==> src/rtl/frame_encode8.sv <==
// frame_encode8: Ethernet II transmit framer.
// Captures a 14-byte header on start, then serialises header, payload and
// zero padding up to the minimum frame length through one registered output stage.
module frame_encode8 #(
  parameter int AVL_SIZE  = 8,
  parameter int HDR_BYTES = 14,
  parameter int MIN_FRAME = 60,
  parameter int MAC_SIZE  = 48,
  parameter int BYTE_SIZE = 8
) (
  input  logic                   clk,
  input  logic                   reset_n,
  input  logic                   start,
  input  logic [MAC_SIZE-1:0]    dest_mac,
  input  logic [MAC_SIZE-1:0]    source_mac,
  input  logic [2*BYTE_SIZE-1:0] packet_type,
  output logic                   busy,
  input  logic [AVL_SIZE-1:0]    payload_in,
  input  logic                   payload_in_valid,
  input  logic                   payload_in_last,
  output logic                   payload_in_ready,
  output logic [AVL_SIZE-1:0]    data_out,
  output logic                   data_out_valid,
  output logic                   data_out_sop,
  output logic                   data_out_eop,
  input  logic                   data_out_ready
);

  localparam int HDR_W = 2*MAC_SIZE + 2*BYTE_SIZE;
  localparam int CNT_W = 11;
  localparam logic [CNT_W-1:0] CNT_MAX  = '1;
  localparam logic [CNT_W:0]   LAST_HDR = (CNT_W+1)'(HDR_BYTES-1);
  localparam logic [CNT_W:0]   EOP_POS  = (CNT_W+1)'(MIN_FRAME-1);

  typedef enum logic [2:0] {IDLE, HEADER, PAYLOAD, PAD, DONE} state_t;

  state_t state, state_next;

  // Header bytes still to be sent; the next one always sits in the top byte.
  // Byte 0 goes straight from dest_mac to the output, so only bytes 1..13 are kept.
  logic [HDR_W-1:0] hdr;
  logic [CNT_W-1:0] byte_count;
  logic [CNT_W:0]   next_pos;
  logic             out_free;
  logic             out_xfer;
  logic             load;
  logic             load_sop;
  logic             load_eop;
  logic             shift_hdr;
  logic             accept_start;
  logic [AVL_SIZE-1:0] load_data;

  assign out_free = !data_out_valid || data_out_ready;
  assign out_xfer = data_out_valid && data_out_ready;
  // Frame index of the next byte to load: bytes already transferred plus the
  // one that may still be waiting in the output register.
  assign next_pos = {1'b0, byte_count} + {{CNT_W{1'b0}}, data_out_valid};
  assign busy     = (state != IDLE);

  // State register.
  always_ff @(posedge clk or negedge reset_n) begin
    if (!reset_n) state <= IDLE;
    else          state <= state_next;
  end

  // Next-state decode and selection of the byte loaded into the output stage.
  always_comb begin
    state_next       = state;
    load             = 1'b0;
    load_sop         = 1'b0;
    load_eop         = 1'b0;
    load_data        = '0;
    shift_hdr        = 1'b0;
    accept_start     = 1'b0;
    payload_in_ready = 1'b0;
    case (state)
      IDLE: begin
        if (start) begin
          accept_start = 1'b1;
          load         = 1'b1;
          load_sop     = 1'b1;
          load_data    = dest_mac[MAC_SIZE-1 -: AVL_SIZE];
          state_next   = HEADER;
        end
      end
      HEADER: begin
        if (out_free) begin
          load      = 1'b1;
          load_data = hdr[HDR_W-1 -: AVL_SIZE];
          shift_hdr = 1'b1;
          if (next_pos == LAST_HDR) state_next = PAYLOAD;
        end
      end
      PAYLOAD: begin
        payload_in_ready = out_free;
        if (out_free && payload_in_valid) begin
          load      = 1'b1;
          load_data = payload_in;
          if (payload_in_last) begin
            if (next_pos >= EOP_POS) begin
              load_eop   = 1'b1;
              state_next = DONE;
            end else begin
              state_next = PAD;
            end
          end
        end
      end
      PAD: begin
        if (out_free) begin
          load = 1'b1;
          if (next_pos == EOP_POS) begin
            load_eop   = 1'b1;
            state_next = DONE;
          end
        end
      end
      DONE: begin
        if (out_xfer) state_next = IDLE;
      end
      default: state_next = IDLE;
    endcase
  end

  // Header capture/shift, transferred-byte counter and the output register.
  always_ff @(posedge clk or negedge reset_n) begin
    if (!reset_n) begin
      hdr            <= '0;
      byte_count     <= '0;
      data_out       <= '0;
      data_out_valid <= 1'b0;
      data_out_sop   <= 1'b0;
      data_out_eop   <= 1'b0;
    end else begin
      if (accept_start)
        hdr <= {dest_mac[MAC_SIZE-BYTE_SIZE-1:0], source_mac, packet_type, {BYTE_SIZE{1'b0}}};
      else if (shift_hdr)
        hdr <= {hdr[HDR_W-BYTE_SIZE-1:0], {BYTE_SIZE{1'b0}}};

      if (accept_start)
        byte_count <= '0;
      else if (out_xfer && byte_count != CNT_MAX)
        byte_count <= byte_count + CNT_W'(1);

      if (load) begin
        data_out       <= load_data;
        data_out_valid <= 1'b1;
        data_out_sop   <= load_sop;
        data_out_eop   <= load_eop;
      end else if (out_xfer) begin
        data_out_valid <= 1'b0;
        data_out_sop   <= 1'b0;
        data_out_eop   <= 1'b0;
      end
    end
  end

endmodule
==> config.mk <==
export PLATFORM = sky130hd
export DESIGN_NAME = frame_encode8
export DESIGN_NICKNAME = d
export VERILOG_FILES = /design/src/rtl/frame_encode8.sv
export SDC_FILE = /design/constraint.sdc
export NUM_CORES = 1
export LEC_CHECK = 0
export BUFFER_PORTS_ARGS = -buffer_cell sky130_fd_sc_hd__buf_2
export CAP_MARGIN = 20
export CORE_ASPECT_RATIO = 1.25
export CORE_MARGIN = 2
export CORE_UTILIZATION = 47
export CTS_CLUSTER_SIZE = 30
export DETAILED_ROUTE_END_ITERATION = 10
export PLACE_DENSITY = 0.71
export RECOVER_POWER = 50
export SKIP_LAST_GASP = 1
export SYNTH_ARGS = -nofsm -noshare
export SYNTH_HDL_FRONTEND = slang
export SYNTH_SLANG_ARGS = --single-unit
export TNS_END_PERCENT = 20
==> constraint.sdc <==
create_clock -name clk -period 7.2 [get_ports clk]
set_clock_uncertainty 0.15 [all_clocks]
set_input_delay 0.36 -clock clk [delete_from_list [all_inputs] [get_ports clk]]
set_output_delay 0.36 -clock clk [all_outputs]
set_load 0.03 [all_outputs]
# Word-level counts from Yosys, hierarchy flattened
# Cells that the tools add are included.
dict set report op_classes {
  n_mux 35
  add_sub_neg 2
  order_cmp 1
  reduce_logical 12
  n_eq_ne 15
}
# op count
set ops {}
lappend ops {{$mux W112} 2}
lappend ops {{$mux W3} 9}
lappend ops {{$mux W8} 3}
lappend ops {{$pmux W8 S3} 1}
lappend ops {{$mux W11} 2}
lappend ops {{$ne A2 B2 Y1 const B} 8}
lappend ops {{$mux W1} 15}
lappend ops {{$pmux W3 S5} 1}
lappend ops {{$add A11 B1 Y12} 1}
lappend ops {{$eq A12 B4 Y1 const B} 1}
lappend ops {{$eq A12 B6 Y1 const B} 1}
lappend ops {{$ge A12 B6 Y1 const B} 1}
lappend ops {{$add A11 B1 Y11 const B} 1}
lappend ops {{$ne A11 B11 Y1 const B} 1}
lappend ops {{$reduce_and A8 Y1} 1}
lappend ops {{$eq A3 B2 Y1 const B} 2}
lappend ops {{$reduce_bool A2 Y1} 3}
lappend ops {{$eq A3 B1 Y1 const B} 1}
lappend ops {{$eq A3 B3 Y1 const B} 1}
lappend ops {{$logic_and A1 B1 Y1} 3}
lappend ops {{$logic_not A3 Y1} 1}
lappend ops {{$pmux W1 S3} 1}
lappend ops {{$reduce_bool A3 Y1} 1}
lappend ops {{$pmux W1 S2} 1}
lappend ops {{other kinds (3)} 3}
dict set report word_totals {
  input_bits 126
  reg_bits 137
}

# Longest topological paths before layout
dict set report logic_depth {
  depth_word 7
  mapped_depth 9
  depth_no_buf 8
}

# Worst setup path before layout
# Ideal clock, no wire load.
dict set report synth_path {
  kind {register to register}
  start {reg data_out_valid}
  end {reg state[0]}
  period_less_slack_ps 2784
  path_stages_with_launch 10
  slack_ps 4416
  t_arrival_ps 2508
  setup_ps 126
  n_path_buf 1
  path_cell_list {dfrtp_1 > ha_1 > ha_1 > buf_2 > inv_1 > or4_4 > a311oi_4 > nand2_2 > or3_1 > o311a_1}
}
dict set report synth_via {
  elab_chain_cells 6
}
# element line
set synth_lines {}
lappend synth_lines {{start: declaration} 23} ;# output logic data_out_valid,
lappend synth_lines {{start signal: assignment} 131} ;# data_out_valid <= 1'b0;
lappend synth_lines {{start signal: assignment} 147} ;# data_out_valid <= 1'b1;
lappend synth_lines {{start signal: assignment} 151} ;# data_out_valid <= 1'b0;
lappend synth_lines {{$add A11 B1 Y12} 57} ;# assign next_pos = {1'b0, byte_count} + {{CNT_W{1'b0}}, data_out_valid};
lappend synth_lines {{$ge A12 B6 Y1} 100} ;# if (next_pos >= EOP_POS) begin
lappend synth_lines {{$mux W3} 100}
lappend synth_lines {{$mux W3} 99} ;# if (payload_in_last) begin
lappend synth_lines {{$mux W3} 96} ;# if (out_free && payload_in_valid) begin
lappend synth_lines {{$pmux W3 S5} 76} ;# case (state)
lappend synth_lines {{end signal: assignment} 63} ;# else state <= state_next;
lappend synth_lines {{end: declaration} 37} ;# state_t state, state_next;
# Parallel ways exist; a longest one is shown, timed or not. The select of a mux whose other input is x is not followed.
# A chain may end at the register's enable or synchronous reset.

# Final worst setup path
dict set report layout_path {
  start {reg state[0]}
  end {reg hdr[10]}
}
dict set report layout_via {
  elab_chain_cells 3
}
# element line
set layout_lines {}
lappend layout_lines {{$eq A3 B1 Y1 / $logic_not A3 Y1 (equally long branches)} 76}
lappend layout_lines {{$mux W1} 76}
lappend layout_lines {{$reduce_bool A2 Y1 (no source line) / $mux W112 (equally long branches)} --}
lappend layout_lines {{end signal: assignment} 136} ;# hdr <= {dest_mac[MAC_SIZE-BYTE_SIZE-1:0], source_mac, packet_type, {BYTE_SIZE{1'b0}}};
lappend layout_lines {{end signal: assignment} 138} ;# hdr <= {hdr[HDR_W-BYTE_SIZE-1:0], {BYTE_SIZE{1'b0}}};
lappend layout_lines {{end: declaration} 41} ;# logic [HDR_W-1:0] hdr;
# Parallel ways exist; a longest one is shown, timed or not.

==> results_dict.tcl <==
set metrics [dict create \
    outcome "finished with violations" \
    violations "capacitance limit, slew limit" \
    initial_core_util_pct 48.25 \
    ant_nets 0 \
    syn-instance-count 610 \
    synth.top_cells.by_area "dfrtp_1, nand2_1, a22oi_1" \
    grt.total_usage_pct 23.57 \
    peakVddDrop_v 0.0001986 \
    cap_violations 2 \
    die_y_um 129.2 \
    setup_ws_ps 2644 \
    clockBufferDepth 2 \
    fmax_ghz 0.2195 \
    crit_chain "nor3_1 > and2_0 > nor2_1 > buf_4 > a22o_1" \
    switching_share_pct 35.75 \
    nFillCells 1079 \
    avgViaCountPerCell 5.594 \
    synth_top_area_share_pct 54.75 \
    setup_viol 0 \
    crit_type "register to register" \
    die_w_um 104.2 \
    required_ps 7350 \
    first_global_vias 5058 \
    drtIter0Drc 340 \
    r2r_cells 5 \
    worst_slew_pin_slew_ps 3112 \
    cts_buffers 17 \
    cts-root-buf "clkbuf_16" \
    place_area_um2 6644 \
    final_nets 858 \
    synth_top_flop_cell "dfrtp_1" \
    path_buf_inv 1 \
    critPathSlowestCell "and2_0" \
    yosysWarningCount 0 \
    finalHoldViolCount 0 \
    synth_area_per_cell_um2 9.665 \
    syn_area_um2 5896 \
    cts.htree.levels 4 \
    crit_family "simple AND/OR/NAND/NOR gates" \
    num_rows 45 \
    worstSetupPathDepth 5 \
    dp_worst_setup_slack_ps 4357 \
    wl_per_cell_um 16.85 \
    startpoint_type "register" \
    finalSetupTns_ps 0 \
    yosysSeqAreaShare_pct 54.75 \
    hold_class "input port to register" \
    antenna_found_initial 1 \
    syn2layout_area_growth_pct 22.69 \
    drive_above_1_share_pct 22.51 \
    cts_tree "done" \
    slew_headroom_pct -107.4 \
    p_leak_nw 3.688 \
    fin_area_um2 7233 \
    io_pins 139 \
    vias 5079 \
    rsz0062_at_grt "no" \
    powerDensity_nw_per_um2 398.3 \
    arrival_ps 4710 \
    critPathMaxFanout 74 \
    min_period_ps 4556 \
    hpwl_um 10200 \
    drc 0 \
    grt_pass1_wl_um 24800 \
    dieArea_um2 13460 \
    synth-seq-cells 129 \
    combPwrFrac_pct 28.1 \
    clkPwrFrac_pct 30.5 \
    routed_wl_um 15300 \
    crit_path_end_kind "register" \
    post_cts_buffers 0 \
    ys_types 52 \
    min_period_over_period_pct 63.28 \
    min_path_cells 2 \
    p_int_mw 1.851 \
    cts.sinks 129 \
    core_area_um2 12220 \
    finalMaxSlewViolations 96 \
    critPathMaxStageDelay_ps 1630 \
    grt_max_degree 80 \
    power_frac_seq_pct 41.4 \
    dr.pass1.iters 5 \
    portBuffers 138 \
    switchingPower_mw 1.030 \
    overflow 0 \
    async_flop_share_pct 100.0 \
    synth_top_area_cell "dfrtp_1" \
    synth_edf_count 0 \
    gp_congestion 0.9030 \
    clk_pin_slew_ps 60 \
    syn_nets 739 \
    insertion_delay_ps 420 \
]
[cell usage in the layout (no fill, tap or decap), types with 2 or more instances in the layout]
cell	instances
ha_1	3
o21ai_0	5
and3_1	2
bufinv_16	3
mux2i_1	2
buf_2	124
nand2_1	193
a32o_1	2
diode_2	2
a221o_1	8
a21oi_1	6
dfrtp_1	129
nand4_1	3
nand2b_1	5
a22o_1	17
and2_1	2
nor3_1	9
nor2_1	35
xnor2_1	8
clkinvlp_4	4
inv_1	5
a22oi_1	88
clkbuf_16	17
clkinv_2	2
clkbuf_8	3
clkbuf_1	18
nor3b_1	2
nand3_1	3
buf_4	5
or3_1	2
o22ai_1	9
[synth_stat cells (3+ instances only)]
master / count
a21oi_1: 6
a221o_1: 8
a22o_1: 17
a22oi_1: 88
and2_1: 3
buf_1: 7
buf_2: 7
buf_6: 3
clkbuf_1: 27
dfrtp_1: 129
ha_1: 3
inv_1: 5
nand2_1: 193
nand2b_1: 5
nand3_1: 3
nand4_1: 3
nor2_1: 35
nor3_1: 10
o21ai_0: 5
o22ai_1: 9
xnor2_1: 8
[routing by layer]
layer / GRT usage, % / routed length, um / vias to the layer above
met5: 0 / 0 / -
met4: 8.506 / 283 / 0
met3: 5.885 / 900 / 22
met2: 41.10 / 7768 / 162
met1: 28.68 / 6346 / 2498
li1: - / - / 2397
[final timing paths]
kind                                      from     endpoint  slack (ps)
worst max-delay path                  state[0]      hdr[10]        2640
min in group asynchronous              reset_n  data_out[6]        1370
worst min-delay path            packet_type[1]       hdr[9]          20
worst max register to register        state[0]      hdr[10]        2640
max in group asynchronous              reset_n      hdr[84]        3300
worst min register to register         hdr[53]      hdr[53]         320
[kinds of logic after synthesis]
kind of cell / after synthesis / share of synthesized area (%)
compound gates: 150 / 20.10
xor+xnor: 9 / 1.337
fa+ha+maj: 3 / 0.6367
buf+inv: 50 / 3.884
flops: 129 / 54.75
mux: 2 / 0.3396
simple gates: 267 / 18.95
[metrics by stage]
| stage | power (mW) | util (%) | std cells | hold slack, ps |
|---|---|---|---|---|
| 5_1_grt | 3.062 | 59.16 | 906 | 16.94 |
| 6_report | 2.881 | 59.20 | 908 | 19.03 |
| 3_3_place_gp | 1.981 | 54.38 | 873 | 308.4 |
| 2_1_floorplan | 1.776 | - | 610 | -85.59 |
| 4_1_cts | 2.909 | 59.44 | 906 | 3.895 |
| 3_5_place_dp | 2.016 | 54.38 | 873 | 313.1 |
[power groups by stage]
stage	sequential, mW	clock [mW]	combinational, mW
after floorplan	1.16	0	0.616
after global placement	1.19	0	0.793
after detailed placement	1.20	0	0.819
after CTS	1.19	0.892	0.827
after global routing	1.22	0.926	0.913
final	1.19	0.880	0.810
[area by class of cell]
class                      count  area [um2]  share of cell area, %
timing repair buffer         145       724.4                  10.02
tap                          164       205.2                  2.837
clock buffer                  23       478.0                  6.608
inverter                       5       18.77                 0.2595
antenna                        2       5.005                0.06919
sequential                   129        3228                  44.63
multi-input combinational    431        2444                  33.78
clock inverter                 9       130.1                  1.799
[flip-flops by register name (all words and copies together) (netlist names)]
name            cells
state               3
data_out_sop        1
data_out_valid      1
hdr               104
data_out_eop        1
data_out            8
byte_count         11
[repair_timing]
action | in CTS | in global routing
endpoints found under the hold margin | 53 | 0
resized for setup | 0 | 0
hold buffers | 1 | 0
setup endpoints to repair | 0 | 0
(Power assumes the default switching activity.)
